===== src/rtl/ubrbs_iter_sub_if.sv =====
// ---------------------------------------------------------------------------
// ubrbs_iter_sub_if
// Operand/result bus for the iterative ripple-borrow subtractor.
//
// Signals:
//   in_valid  master->slave  operands present
//   in_ready  slave->master  subtractor can accept operands
//   x, y      master->slave  minuend / subtrahend, unsigned, WIDTH bits
//   bin       master->slave  borrow-in
//   out_valid slave->master  result present
//   out_ready master->slave  consumer accepts result
//   d         slave->master  difference, modulo 2^WIDTH
//   bout      slave->master  borrow-out
//   ovf       slave->master  signed overflow (only with UBRBS_SIGNED_OVF_EN)
//
// Modports:
//   master : the operand source / result sink around the subtractor
//   slave  : the subtractor itself
//
// Build option: define UBRBS_SIGNED_OVF_EN to add the ovf signal.
// ---------------------------------------------------------------------------
interface ubrbs_iter_sub_if #(
  parameter int WIDTH = 18
);

  logic             in_valid;
  logic             in_ready;
  logic [WIDTH-1:0] x;
  logic [WIDTH-1:0] y;
  logic             bin;
  logic             out_valid;
  logic             out_ready;
  logic [WIDTH-1:0] d;
  logic             bout;
`ifdef UBRBS_SIGNED_OVF_EN
  logic             ovf;
`endif

  modport master (
    output in_valid,
    input  in_ready,
    output x,
    output y,
    output bin,
    input  out_valid,
    output out_ready,
    input  d,
`ifdef UBRBS_SIGNED_OVF_EN
    input  ovf,
`endif
    input  bout
  );

  modport slave (
    input  in_valid,
    output in_ready,
    input  x,
    input  y,
    input  bin,
    output out_valid,
    input  out_ready,
    output d,
`ifdef UBRBS_SIGNED_OVF_EN
    output ovf,
`endif
    output bout
  );

endinterface


===== src/rtl/ubrbs_iter_sub.sv =====
// ---------------------------------------------------------------------------
// ubrbs_iter_sub
// Multi-cycle unsigned ripple-borrow subtractor: D = X - Y - Bin over WIDTH
// bits, CHUNK bits per clock. The borrow between chunks is carried in a
// registered borrow flop, so the combinational path is one CHUNK-bit ripple.
//
// Ports:
//   clk    rising-edge clock
//   rst_n  asynchronous active-low reset
//   bus    ubrbs_iter_sub_if.slave
//            in_valid/in_ready   operand handshake (x, y, bin sampled on accept)
//            out_valid/out_ready result handshake (d, bout held under backpressure)
//            ovf                 signed overflow, only with UBRBS_SIGNED_OVF_EN
//
// Parameters:
//   WIDTH  operand / difference width (default 18)
//   CHUNK  bits per RUN cycle; must divide WIDTH (default 6)
//
// Timing: out_valid rises NCHUNK edges after the accept edge. in_ready
// returns high the cycle after the output handshake; operations never overlap.
//
// Build option: define UBRBS_SIGNED_OVF_EN to add the ovf output, the
// two's-complement overflow of x - y - bin, registered with the last chunk.
// ---------------------------------------------------------------------------
module ubrbs_iter_sub #(
  parameter int WIDTH = 18,
  parameter int CHUNK = 6
) (
  input logic              clk,
  input logic              rst_n,
  ubrbs_iter_sub_if.slave  bus
);

  localparam int NCHUNK = WIDTH / CHUNK;
  localparam int IDX_W  = (NCHUNK > 1) ? $clog2(NCHUNK) : 1;
  localparam int MSB    = WIDTH - 1;

  localparam logic [IDX_W-1:0] IDX_LAST = IDX_W'(NCHUNK - 1);
  localparam logic [IDX_W-1:0] IDX_ZERO = {IDX_W{1'b0}};
  localparam logic [IDX_W-1:0] IDX_ONE  = IDX_W'(1);

  // FSM encoding
  localparam logic [1:0] ST_IDLE = 2'd0;
  localparam logic [1:0] ST_RUN  = 2'd1;
  localparam logic [1:0] ST_DONE = 2'd2;

  // A chunk size that does not tile the word would leave high bits unprocessed.
  generate
    if ((CHUNK < 1) || ((WIDTH % CHUNK) != 0)) begin : g_bad_chunk
      $error("ubrbs_iter_sub: CHUNK must be >= 1 and divide WIDTH");
    end
  endgenerate

  // One CHUNK-bit ripple-borrow slice. Returns {borrow_out, diff}.
  function automatic logic [CHUNK:0] sub_chunk(
    input logic [CHUNK-1:0] a,
    input logic [CHUNK-1:0] b,
    input logic             bi
  );
    logic [CHUNK-1:0] diff;
    logic             brw;
    diff = {CHUNK{1'b0}};
    brw  = bi;
    for (int i = 0; i < CHUNK; i++) begin
      diff[i] = a[i] ^ b[i] ^ brw;
      brw     = (~a[i] & b[i]) | (~(a[i] ^ b[i]) & brw);
    end
    return {brw, diff};
  endfunction

  // Two's-complement overflow of a - b given the result's sign bit.
  function automatic logic signed_ovf(
    input logic a_msb,
    input logic b_msb,
    input logic d_msb
  );
    return (a_msb ^ b_msb) & (d_msb ^ a_msb);
  endfunction

  logic [1:0]       state_r;
  logic [1:0]       state_nxt_s;
  logic [IDX_W-1:0] idx_r;
  logic             borrow_r;
  logic [WIDTH-1:0] x_r;
  logic [WIDTH-1:0] y_r;
  logic [WIDTH-1:0] d_r;
  logic             bout_r;
  logic             in_ready_r;
  logic             out_valid_r;
`ifdef UBRBS_SIGNED_OVF_EN
  logic             ovf_r;
`endif

  logic             accept_s;
  logic             release_s;
  logic             last_s;
  logic [CHUNK-1:0] x_slice_s;
  logic [CHUNK-1:0] y_slice_s;
  logic [CHUNK:0]   slice_res_s;
  logic [CHUNK-1:0] diff_slice_s;
  logic             slice_borrow_s;

  // Handshake qualifiers and the current slice computation.
  always_comb begin
    accept_s       = bus.in_valid & in_ready_r & (state_r == ST_IDLE);
    release_s      = bus.out_ready & out_valid_r & (state_r == ST_DONE);
    last_s         = (idx_r == IDX_LAST);
    x_slice_s      = x_r[idx_r*CHUNK +: CHUNK];
    y_slice_s      = y_r[idx_r*CHUNK +: CHUNK];
    slice_res_s    = sub_chunk(x_slice_s, y_slice_s, borrow_r);
    diff_slice_s   = slice_res_s[CHUNK-1:0];
    slice_borrow_s = slice_res_s[CHUNK];
  end

  // Next-state logic for IDLE -> RUN -> DONE -> IDLE.
  always_comb begin
    state_nxt_s = state_r;
    case (state_r)
      ST_IDLE: begin
        if (accept_s) begin
          state_nxt_s = ST_RUN;
        end else begin
          state_nxt_s = ST_IDLE;
        end
      end
      ST_RUN: begin
        if (last_s) begin
          state_nxt_s = ST_DONE;
        end else begin
          state_nxt_s = ST_RUN;
        end
      end
      ST_DONE: begin
        if (release_s) begin
          state_nxt_s = ST_IDLE;
        end else begin
          state_nxt_s = ST_DONE;
        end
      end
      default: begin
        state_nxt_s = ST_IDLE;
      end
    endcase
  end

  // State register.
  always_ff @(posedge clk or negedge rst_n) begin
    if (!rst_n) begin
      state_r <= ST_IDLE;
    end else begin
      state_r <= state_nxt_s;
    end
  end

  // Operand capture, slice iteration and result/handshake registers.
  always_ff @(posedge clk or negedge rst_n) begin
    if (!rst_n) begin
      idx_r       <= IDX_ZERO;
      borrow_r    <= 1'b0;
      x_r         <= {WIDTH{1'b0}};
      y_r         <= {WIDTH{1'b0}};
      d_r         <= {WIDTH{1'b0}};
      bout_r      <= 1'b0;
      in_ready_r  <= 1'b1;
      out_valid_r <= 1'b0;
`ifdef UBRBS_SIGNED_OVF_EN
      ovf_r       <= 1'b0;
`endif
    end else begin
      case (state_r)
        ST_IDLE: begin
          if (accept_s) begin
            x_r        <= bus.x;
            y_r        <= bus.y;
            borrow_r   <= bus.bin;
            idx_r      <= IDX_ZERO;
            in_ready_r <= 1'b0;
          end
        end
        ST_RUN: begin
          // d fills in slice by slice; it only means something once out_valid is up.
          d_r[idx_r*CHUNK +: CHUNK] <= diff_slice_s;
          borrow_r                  <= slice_borrow_s;
          if (last_s) begin
            bout_r      <= slice_borrow_s;
            out_valid_r <= 1'b1;
            idx_r       <= IDX_ZERO;
`ifdef UBRBS_SIGNED_OVF_EN
            // The last slice carries the MSB, so its top diff bit is d[MSB].
            ovf_r       <= signed_ovf(x_r[MSB], y_r[MSB], diff_slice_s[CHUNK-1]);
`endif
          end else begin
            idx_r <= idx_r + IDX_ONE;
          end
        end
        ST_DONE: begin
          // in_ready rises on the handshake edge, so it is seen only the cycle after.
          if (release_s) begin
            out_valid_r <= 1'b0;
            in_ready_r  <= 1'b1;
          end
        end
        default: begin
          out_valid_r <= 1'b0;
          in_ready_r  <= 1'b1;
          idx_r       <= IDX_ZERO;
        end
      endcase
    end
  end

  assign bus.in_ready  = in_ready_r;
  assign bus.out_valid = out_valid_r;
  assign bus.d         = d_r;
  assign bus.bout      = bout_r;
`ifdef UBRBS_SIGNED_OVF_EN
  assign bus.ovf       = ovf_r;
`endif

endmodule


===== src/flat_wrapper.sv =====
// flat-port wrapper written by rule: the top's interface ports become plain ports
module ubrbs_iter_sub_flat 
#(
  parameter int WIDTH = 18,
  parameter int CHUNK = 6
)
  (clk, rst_n, bus_in_valid, bus_in_ready, bus_x, bus_y, bus_bin, bus_out_valid, bus_out_ready, bus_d, bus_bout);
  ubrbs_iter_sub_if #(.WIDTH(WIDTH)) bus_i ();
  input logic clk;
  input logic rst_n;
  input wire logic [$bits(bus_i.in_valid)-1:0] bus_in_valid;
  output wire logic [$bits(bus_i.in_ready)-1:0] bus_in_ready;
  input wire logic [$bits(bus_i.x)-1:0] bus_x;
  input wire logic [$bits(bus_i.y)-1:0] bus_y;
  input wire logic [$bits(bus_i.bin)-1:0] bus_bin;
  output wire logic [$bits(bus_i.out_valid)-1:0] bus_out_valid;
  input wire logic [$bits(bus_i.out_ready)-1:0] bus_out_ready;
  output wire logic [$bits(bus_i.d)-1:0] bus_d;
  output wire logic [$bits(bus_i.bout)-1:0] bus_bout;
  assign bus_i.in_valid = bus_in_valid;
  assign bus_in_ready = bus_i.in_ready;
  assign bus_i.x = bus_x;
  assign bus_i.y = bus_y;
  assign bus_i.bin = bus_bin;
  assign bus_out_valid = bus_i.out_valid;
  assign bus_i.out_ready = bus_out_ready;
  assign bus_d = bus_i.d;
  assign bus_bout = bus_i.bout;
  ubrbs_iter_sub #(.WIDTH(WIDTH), .CHUNK(CHUNK)) u_core (.clk(clk), .rst_n(rst_n), .bus(bus_i));
endmodule

===== config.mk =====
export PLATFORM = sky130hd
export DESIGN_NAME = ubrbs_iter_sub_flat
export DESIGN_NICKNAME = d
export VERILOG_FILES = /design/src/rtl/ubrbs_iter_sub_if.sv /design/src/rtl/ubrbs_iter_sub.sv /design/src/flat_wrapper.sv
export SDC_FILE = /design/constraint.sdc
export NUM_CORES = 1
export LEC_CHECK = 0
export BUFFER_PORTS_ARGS = -buffer_cell sky130_fd_sc_hd__buf_4
export CORE_AREA = 10 10 112 89
export CTS_BUF_LIST = sky130_fd_sc_hd__clkbuf_4
export DETAILED_ROUTE_END_ITERATION = 16
export DIE_AREA = 0 0 122 99
export GPL_TIMING_DRIVEN = 0
export MAX_ROUTING_LAYER = met4
export PLACE_DENSITY_LB_ADDON = 0.3
export SLEW_MARGIN = 30
export SYNTH_ARGS = -nofsm -noshare
export SYNTH_HDL_FRONTEND = slang
export SYNTH_SLANG_ARGS = --single-unit

===== constraint.sdc =====
create_clock -name clk -period 4 [get_ports clk]
set_input_delay 0.2 -clock clk [delete_from_list [all_inputs] [get_ports clk]]
set_output_delay 0.2 -clock clk [all_outputs]
set_load 0.005 [all_outputs]

# Word-level counts from Yosys, hierarchy flattened
# Cells that the tools add are included.
# totals
regBits,62
inputBits,41
out_inout_bits,21
elab_cells,95
# classes
addsub,2
n_mul,1
n_eq_ne,6
shift,4
muxes,16
bitwise,49
n_reduce_logical,8
# ops
cell,count
variable part select 18 x 6 -> 6 bit,2
negation 5 -> 34 bit,1
"variable shift 6 x 34 -> 18 bit, first input constant",1
variable part select 6 x 34 -> 18 bit,1
bitwise mux 18 bit,1
AND 1 bit,16
inverter 1 bit,15
one-hot mux 2 bit (3 select lines),2
bitwise XOR 1 bit,12
2-to-1 mux 2 bit,4
AND reduction 2 bit,4
2-to-1 mux 1 bit,6
"!= test 2 x 1 -> 1 bit, second input constant",3
bitwise OR 1 bit,6
one-hot mux 1 bit (3 select lines),2
AND reduction 3 bit,2
"== test 2 bit, second input constant",2
"multiplier 2 x 2 -> 4 bit, second input constant",1
"adder 2 x 1 -> 2 bit, second input constant",1
"== test 2 x 1 -> 1 bit, second input constant",1
zero test 2 bit,1
one-hot mux 1 bit (2 select lines),1
nonzero test 2 bit,1

# Logic depth before layout (Yosys ltp)
# Gate-level depths: netlist of run 1.
# depth
ltp_word,17
depth_mapped,15

# Least setup slack after synthesis of run 1
# No wires, ideal clock.
# synth_timing
path_kind,register -> register
startpoint,register u_core.idx_r[1]
endpoint,register u_core.d_r[5] (netlist: u_core.bus.d[5])
setup_time_ps,83
arrival_time_ps,3920
required_time_ps,3917
setup_slack_ps,-2
path_stages_with_launch,16
n_path_buf,2
synth_period_minus_slack_ps,4002
path_cell_list,dfrtp_1 > buf_2 > buf_2 > mux2i_1 > o21ai_0 > fa_1 > inv_1 > fa_1 > fa_1 > fa_1 > fa_1 > inv_1 > fa_1 > or2_2 > mux2_2 > o21ai_0
# synth_via
elab_chain_len,17
word_cells_on_any_way,44
# synth_lines
element,line,source
"start, declared",ubrbs_iter_sub.sv:82,logic [IDX_W-1:0] idx_r;
"start signal, assigned",ubrbs_iter_sub.sv:193,idx_r <= idx_r + IDX_ONE;
multiplier 2 x 2 -> 4 bit (*),"ubrbs_iter_sub.sv:108, ubrbs_iter_sub.sv:109, ubrbs_iter_sub.sv:182",
"variable part select 18 x 6 -> 6 bit, on equally long branches","ubrbs_iter_sub.sv:108, ubrbs_iter_sub.sv:109",
bitwise XOR 1 bit,"ubrbs_iter_sub.sv:65, ubrbs_iter_sub.sv:66",
inverter 1 bit,ubrbs_iter_sub.sv:66,brw = (~a[i] & b[i]) | (~(a[i] ^ b[i]) & brw);
AND 1 bit,ubrbs_iter_sub.sv:66,
bitwise OR 1 bit,ubrbs_iter_sub.sv:66,
AND 1 bit,ubrbs_iter_sub.sv:66,
bitwise OR 1 bit,ubrbs_iter_sub.sv:66,
AND 1 bit,ubrbs_iter_sub.sv:66,
bitwise OR 1 bit,ubrbs_iter_sub.sv:66,
AND 1 bit,ubrbs_iter_sub.sv:66,
bitwise OR 1 bit,ubrbs_iter_sub.sv:66,
AND 1 bit,ubrbs_iter_sub.sv:66,
bitwise OR 1 bit,ubrbs_iter_sub.sv:66,
bitwise XOR 1 bit,ubrbs_iter_sub.sv:65,diff[i] = a[i] ^ b[i] ^ brw;
variable part select 6 x 34 -> 18 bit,ubrbs_iter_sub.sv:182,d_r[idx_r*CHUNK +: CHUNK] <= diff_slice_s;
bitwise mux 18 bit (*),ubrbs_iter_sub.sv:182,
"end signal, assigned",ubrbs_iter_sub.sv:162,d_r <= {WIDTH{1'b0}};
"end signal, assigned by index",ubrbs_iter_sub.sv:182,
"end, declared",ubrbs_iter_sub.sv:86,logic [WIDTH-1:0] d_r;
# Mark *: on every way between the ends. The rest lies on a longest branch, timed or not.
# A chain may end at the register's enable or synchronous reset.

# Final worst setup path of run 1
# Same ends and word-level chain as after synthesis.

==> results of run 1 <==
-- metrics by stage --
step,instance area [µm²],util [%],instances,hold slack [ns]
after floorplan,3040,-,248,-0.0956
after global placement,3630,46.8,414,0.329
after detailed placement,3630,46.8,414,0.333
after CTS,4170,53.8,462,0.00154
after global routing,4200,54.3,464,0.00217
final,4200,54.3,464,0.0198
-- power by group through the flow --
| stage | registers [mW] | clock network, mW | logic, mW |
|---|---|---|---|
| after floorplan | 0.975 | 0 | 1.11 |
| after global placement | 0.996 | 0 | 1.59 |
| after detailed placement | 1.01 | 0 | 1.62 |
| after CTS | 0.994 | 0.558 | 1.79 |
| after global routing | 1.02 | 0.585 | 2.05 |
| final | 0.996 | 0.544 | 1.84 |
-- worst max-delay path by stage --
| stage | startpoint | to | slack (ns) |
|---|---|---|---|
| 2_1_floorplan | u_core.idx_r[1] | u_core.bus.d[5] | 0.04 |
| 3_3_place_gp | u_core.idx_r[1] | u_core.bus.d[5] | -0.34 |
| 3_5_place_dp | u_core.idx_r[0] | u_core.bus.d[5] | -0.43 |
| 4_1_cts | u_core.idx_r[1] | u_core.bus.d[5] | 0.03 |
| 5_1_grt | u_core.idx_r[1] | u_core.bus.d[5] | -0.06 |
| 6_report | u_core.idx_r[1] | u_core.bus.d[5] | 0.13 |
-- layout by cell type (no fill, tap or decap), types with 2 or more instances in the layout --
cell           count
or3_1              2
inv_1              7
ha_1               5
dlygate4sd3_1     31
nor2b_1            5
o21ai_0           15
a21oi_1           10
nor3b_1            2
nor2_1             9
o21ai_1            3
fa_2               4
fa_1               2
a31oi_1            2
a22o_1            10
mux2i_1           12
o21ai_2            2
dfrtp_1           60
buf_4             68
mux2_2            32
nand2b_1           3
buf_6              4
nand3b_1           2
nand2_1           22
clkbuf_4          10
mux2_1             8
clkinv_1           2
clkinvlp_4         2
bufinv_16          3
-- state kept, by name (all words and copies together), names as in the netlist, 2 cells and up --
register / count
u_core.x_r: 18
u_core.idx_r: 2
u_core.state_r: 2
u_core.y_r: 18
u_core.bus.d: 18
-- kinds of logic (layout without fill, tap and decap cells) --
logic type | after synthesis | count (layout) | share of synthesized area (%)
fa+ha+maj | 11 | 11 | 6.02
buf+inv | 19 | 130 | 3.46
simple gates | 51 | 51 | 9.40
compound gates | 53 | 53 | 11.1
flops | 62 | 62 | 51.2
mux | 52 | 52 | 18.8
-- layout make-up --
cell class                      instances  area, µm²  share of cell area, %
Sequential cell                        62       1550                   37.0
Tap cell                              105        131                   3.13
Buffer                                 12        108                   2.56
Clock buffer                            9       67.6                   1.61
Inverter                                7       26.3                  0.625
Multi-Input combinational cell        167       1410                   33.6
Timing Repair Buffer                   95        791                   18.8
Clock inverter                          7        113                   2.68
-- per-layer routing --
| layer | vias to the layer above | wire length, µm | track usage, % |
|---|---|---|---|
| li1 | 1095 | - | - |
| met1 | 1072 | 3450 | 16.7 |
| met2 | 49 | 3410 | 19.4 |
| met3 | 9 | 433 | 4.39 |
| met4 | 0 | 71 | 3.57 |
| met5 | - | 0 | - |
-- timing repair --
item,in CTS,in global routing
hold endpoints to repair,90,1
hold buffers,30,1
endpoints found under the setup margin,8,8
pin swaps,2,2
gates resized for setup,18,11
buffers inserted,2,1
==> reports/metrics.yaml, run 1 <==
run_status:
  status: "finished clean"
min_path:
  hold_depth: 2
  min_from: "bus_x[16]"
  min-delay-path-class: "in -> reg"
  min_to: "u_core.x_r[16]"
sta:
  fin_ws_ns: 0.132
  setup_viol: 0
  rsz0062_at_grt: "true"
  hold_viol_final: 0
  tightest_slew_ns: 0.771
  tns_ns: 0
  slew_viol_final: 0
  fin_crit_sh_pct: 96.7
  fin_skew_ns: 0.0112
  slew_headroom_pct: 48.6
  max_freq_ghz: 0.259
  layout_min_cycle_time_ns: 3.87
worst_setup_path:
  cp_common_cell: "fa_2"
  crit_cells: 15
  crit_chain: "buf_6 -> buf_8 -> mux2i_1 -> o21ai_2 -> fa_1 -> inv_1 -> fa_2 -> fa_2 -> fa_2 -> fa_2 -> inv_1 -> fa_1 -> or2_4 -> mux2_2 -> o21ai_2"
  rrSetupSlack_ns: 0.13
  required_ns: 4.34
  critPathCaptureType: "flip-flop"
  start_kind: "flip-flop"
  max_stage_delay_ns: 0.45
  cp_max_fo: 10
  critPathBufInv: 4
  cp_slowest_cell: "fa_1"
  reg2reg_depth: 15
  cpLargestDelayFamily: "adder cells"
  crit-reg2reg-launch: "u_core.idx_r[1]"
  worstSetupPathType: "reg -> reg"
  r2r_end: "u_core.bus.d[5]"
  arrival_ns: 4.21
power:
  switching_share_pct: 38.1
  power_frac_comb_pct: 54.4
  power.density_nw_per_um2: 804
  power_frac_seq_pct: 29.5
  internal_power_mw: 2.09
  power.share.clock_pct: 16.1
  power.switching_mw: 1.29
  finalPower_mw: 3.38
  leakagePower_nw: 1.98
  peakVddDrop_mv: 0.346
floorplan:
  coreArea_um2: 7740
  fp-row-count: 28
  die_height_um: 99
  die_w_um: 122
  ios: 62
  start_util_pct: 39.2
  die_area_um2: 12100
cells_and_area:
  diodes: 0
  nNetsFinal: 406
  fill_cells: 672
  drive_above_1_share_pct: 38.7
  syn_to_final_growth_pct: 38.6
place:
  dp_slack_ns: -0.434
  port_buffers: 61
  dp_hpwl_mm: 5.37
  gp_congestion: 0.815
clock_network:
  cts.sinks: 62
  clock_path_buffers: 2
  clock_latency_ns: 0.41
  clockRootBuffer: "clkbuf_4"
  path_clk_slew_ns: 0.11
  numCtsBuffers: 9
  h-tree-depth: 3
  cts_tree: "yes"
flow_run:
  drv_cap: 0
global_routing:
  grt_overflow: 0
  grt_usage_pct: 13.1
  grt_max_degree: 63
  antenna_found_initial: 0
  first_global_vias: 2465
  grt_first_pass_wirelength_mm: 12.3
synth:
  syn_avg_cell_area_um2: 12.2
  synth_edf_count: 0
  ys_async_sr_fraction_pct: 100
  synth.top_cell.area_share_pct: 50.3
  synth_common_cells: "61 x dfrtp_1, 32 x mux2_2, 22 x nand2_1, 20 x o21ai_0, 12 x mux2i_1"
  yosys-top-cells-area: "dfrtp_1 50%, mux2_2 12%, fa_1 4.0%, mux2i_1 4.0%, o21ai_0 3.3%"
  synth_top_cell_by_area: "dfrtp_1"
  ys.warnings.count: 0
  syn_area_um2: 3030
  ys.flop_type: "dfrtp_1"
  synth.most_common_cell: "dfrtp_1"
  seq_area_frac_synth_pct: 51.2
  ys_types: 37
  synth_nets: 300
  netlist_instances: 248
  synth-seq-cells: 62
detailed_routing:
  wl_per_cell_um: 15.9
  drc_errors: 0
  num_vias: 2225
  drt_wl_total_mm: 7.37
  drtIter0Drc: 101
  dr.pass1.iters: 4
  detail-route-antenna-nets: 0
  routed_via_density: 4.80
Power figures use the tool's default switching activity.
==> run 2, diff against run 1 <==
Settings changed: PLACE_DENSITY_LB_ADDON 0.3 to 0.1.
==> run 2 against run 1 <==
Sequential share of layout area increased by 0.88 points. Setup slack worse by 0.048 ns. Non-clock buffer count fell by 5. Core utilization down 1.3 points. Fmax down 1.2%. Via count rose by 0.49%. Combinational power is essentially flat. Wire length grew 3.9%.
==> reports/metrics.yaml, run 2 (synthesis gave the netlist of run 1 again) <==
min_path:
  min_from: "bus_x[0]"  # was bus_x[16]
  min-delay-path-class: "in -> reg"  # unchanged
clock_network:
  cts_tree: "yes"  # unchanged
  clock_latency_ns: 0.40  # was 0.41 ns
  h-tree-depth: 3  # unchanged
  clock_path_buffers: 2  # unchanged
  numCtsBuffers: 9  # unchanged
  cts.sinks: 62  # unchanged
  path_clk_slew_ns: 0.11  # about the same
  clockRootBuffer: "clkbuf_4"  # unchanged
flow_run:
  drv_cap: 0  # unchanged
sta:
  tns_ns: 0  # unchanged
  rsz0062_at_grt: "true"  # unchanged
  max_freq_ghz: 0.255  # was 0.259 GHz
  slew_headroom_pct: 47.1  # was 48.6%
  fin_crit_sh_pct: 97.9  # was 96.7%
  layout_min_cycle_time_ns: 3.92  # was 3.87 ns
  fin_skew_ns: 0.0147  # was 0.0112 ns
  setup_viol: 0  # unchanged
  tightest_slew_ns: 0.794  # was 0.771 ns
  hold_viol_final: 0  # unchanged
  slew_viol_final: 0  # unchanged
floorplan:
  die_w_um: 122  # unchanged
  fp-row-count: 28  # unchanged
  die_area_um2: 12100  # unchanged
  start_util_pct: 39.2  # unchanged
  coreArea_um2: 7740  # unchanged
  die_height_um: 99  # unchanged
  ios: 62  # unchanged
worst_setup_path:
  worstSetupStartpoint: "u_core.idx_r[1]"  # unchanged
  cp_max_fo: 10  # unchanged
  start_kind: "flip-flop"  # unchanged
  crit-reg2reg-launch: "u_core.idx_r[1]"  # unchanged
  crit_chain: "buf_6 -> buf_8 -> mux2i_2 -> o21ai_2 -> fa_2 -> inv_1 -> fa_1 -> fa_2 -> fa_2 -> fa_2 -> inv_2 -> fa_1 -> or2_4 -> mux2_2 -> o21ai_1"  # was buf_6 -> buf_8 -> mux2i_1 -> o21ai_2 -> fa_1 -> inv_1 -> fa_2 -> fa_2 -> fa_2 -> fa_2 -> inv_1 -> fa_1 -> or2_4 -> mux2_2 -> o21ai_2
  required_ns: 4.34  # about the same
  cp_common_cell: "fa_2"  # unchanged
  cp_slowest_cell: "fa_1"  # unchanged
  critPathCaptureType: "flip-flop"  # unchanged
  arrival_ns: 4.25  # was 4.21 ns
  worstSetupPathType: "reg -> reg"  # unchanged
  max_stage_delay_ns: 0.44  # was 0.45 ns
  rrSetupSlack_ns: 0.08  # was 0.13 ns
power:
  leakagePower_nw: 1.94  # was 1.98 nW
  power.share.clock_pct: 13.3  # was 16.1%
  power.switching_mw: 1.29  # about the same
  power_frac_seq_pct: 30.4  # was 29.5%
  power.density_nw_per_um2: 798  # was 804 nW/µm²
  switching_share_pct: 39.5  # was 38.1%
  power_frac_comb_pct: 56.2  # was 54.4%
  peakVddDrop_mv: 0.313  # was 0.346 mV
  internal_power_mw: 1.98  # was 2.09 mW
place:
  dp_hpwl_mm: 5.50  # was 5.37 mm
  port_buffers: 61  # unchanged
  gp_congestion: 0.834  # was 0.815
detailed_routing:
  drtIter0Drc: 92  # was 101
  detail-route-antenna-nets: 0  # unchanged
  routed_via_density: 4.87  # was 4.80
  dr.pass1.iters: 4  # unchanged
  drt_wl_total_mm: 7.66  # was 7.37 mm
  drc_errors: 0  # unchanged
  num_vias: 2236  # was 2,225
  wl_per_cell_um: 16.7  # was 15.9 µm
cells_and_area:
  nNetsFinal: 401  # was 406
  drive_above_1_share_pct: 39.8  # was 38.7%
  fin_util_pct: 53.0  # was 54.3%
  syn_to_final_growth_pct: 35.3  # was 38.6%
  diodes: 0  # unchanged
  layout_common_cells: "66 x buf_4, 60 x dfrtp_1, 32 x mux2_2"  # was 68 x buf_4, 60 x dfrtp_1, 32 x mux2_2
  final_common_cell: "buf_4"  # unchanged
run_status:
  status: "finished clean"  # unchanged
global_routing:
  grt_max_degree: 63  # unchanged
  grt_overflow: 0  # unchanged
  first_global_vias: 2367  # was 2,465
  use_met2_pct: 18.6  # was 19.4%
  grt_util_met3_pct: 4.16  # was 4.39%
  antenna_found_initial: 0  # unchanged
  grt_first_pass_wirelength_mm: 12.5  # was 12.3 mm
  use_met1_pct: 18.5  # was 16.7%
  top_usage_layer: "met2"  # unchanged
  grt_usage_pct: 13.7  # was 13.1%
## run 2: cell type report
class / instances / area, µm²
Tap cell: 105 / 131
Clock buffer: 12 / 90.1
Clock inverter: 4 / 47.5
Sequential cell: 62 / 1550
Multi-Input combinational cell: 167 / 1410
Buffer: 12 / 108
Inverter: 7 / 26.3
Timing Repair Buffer: 90 / 743
Fill cell: 685 / 3640
## run 2: worst max-delay path: cells and delay by family (launching register included)
| kind | cells | cell delay (ns) |
|---|---|---|
| adder cells (fa/ha/maj) | 6 | 2.04 |
| multiplexers | 2 | 0.46 |
| buffers and inverters | 4 | 0.41 |
| flip-flops | 1 | 0.40 |
| AO/OA/AOI/OAI | 2 | 0.28 |
| AND/OR/NAND/NOR | 1 | 0.25 |
## run 2: timing repair
item	CTS	global route
buffers inserted	2	0
endpoints found under the hold margin	74	13
hold buffers	14	13
endpoints found under the setup margin	7	7
pin swaps	2	3
gates resized for setup	20	7
## run 2: final timing paths
| check | endpoint | depth (start not counted) |
|---|---|---|
| setup / recovery | u_core.bus.d[5] | 15 |
| hold / removal | u_core.x_r[0] | 2 |
| setup reg to reg | u_core.bus.d[5] | 15 |
| hold reg to reg | u_core.bus.d[8] | 2 |
| max in group asynchronous | u_core.idx_r[0] | 2 |
| min in group asynchronous | u_core.y_r[4] | 2 |
## run 2: through the flow
| step | setup WS [ns] | hold slack (ns) | std cells | cell area, µm² | power (mW) |
|---|---|---|---|---|---|
| after floorplan | 0.0360 | -0.0956 | 248 | 3040 | 2.09 |
| after global placement | -0.345 | 0.348 | 414 | 3630 | 2.64 |
| after detailed placement | -0.381 | 0.348 | 414 | 3630 | 2.66 |
| after CTS | 0.0121 | 0.000285 | 446 | 3970 | 3.27 |
| after global routing | 0.000197 | 0.000550 | 459 | 4110 | 3.56 |
| final | 0.0838 | 0.0303 | 459 | 4110 | 3.28 |
## run 2: power by group through the flow
| stage | clock network, mW | registers, mW | logic (mW) |
|---|---|---|---|
| finish | 0.437 | 0.997 | 1.84 |
| global route | 0.486 | 1.03 | 2.04 |
| CTS | 0.452 | 0.998 | 1.82 |
| detailed placement | 0 | 1.01 | 1.65 |
| global placement | 0 | 0.999 | 1.64 |
| floorplan | 0 | 0.975 | 1.11 |
## run 2: routing by layer
metal | vias to the layer above | wire length (µm)
met5 | - | 0
li1 | 1086 | -
met1 | 1095 | 3860
met3 | 8 | 334
met2 | 47 | 3370
met4 | 0 | 102
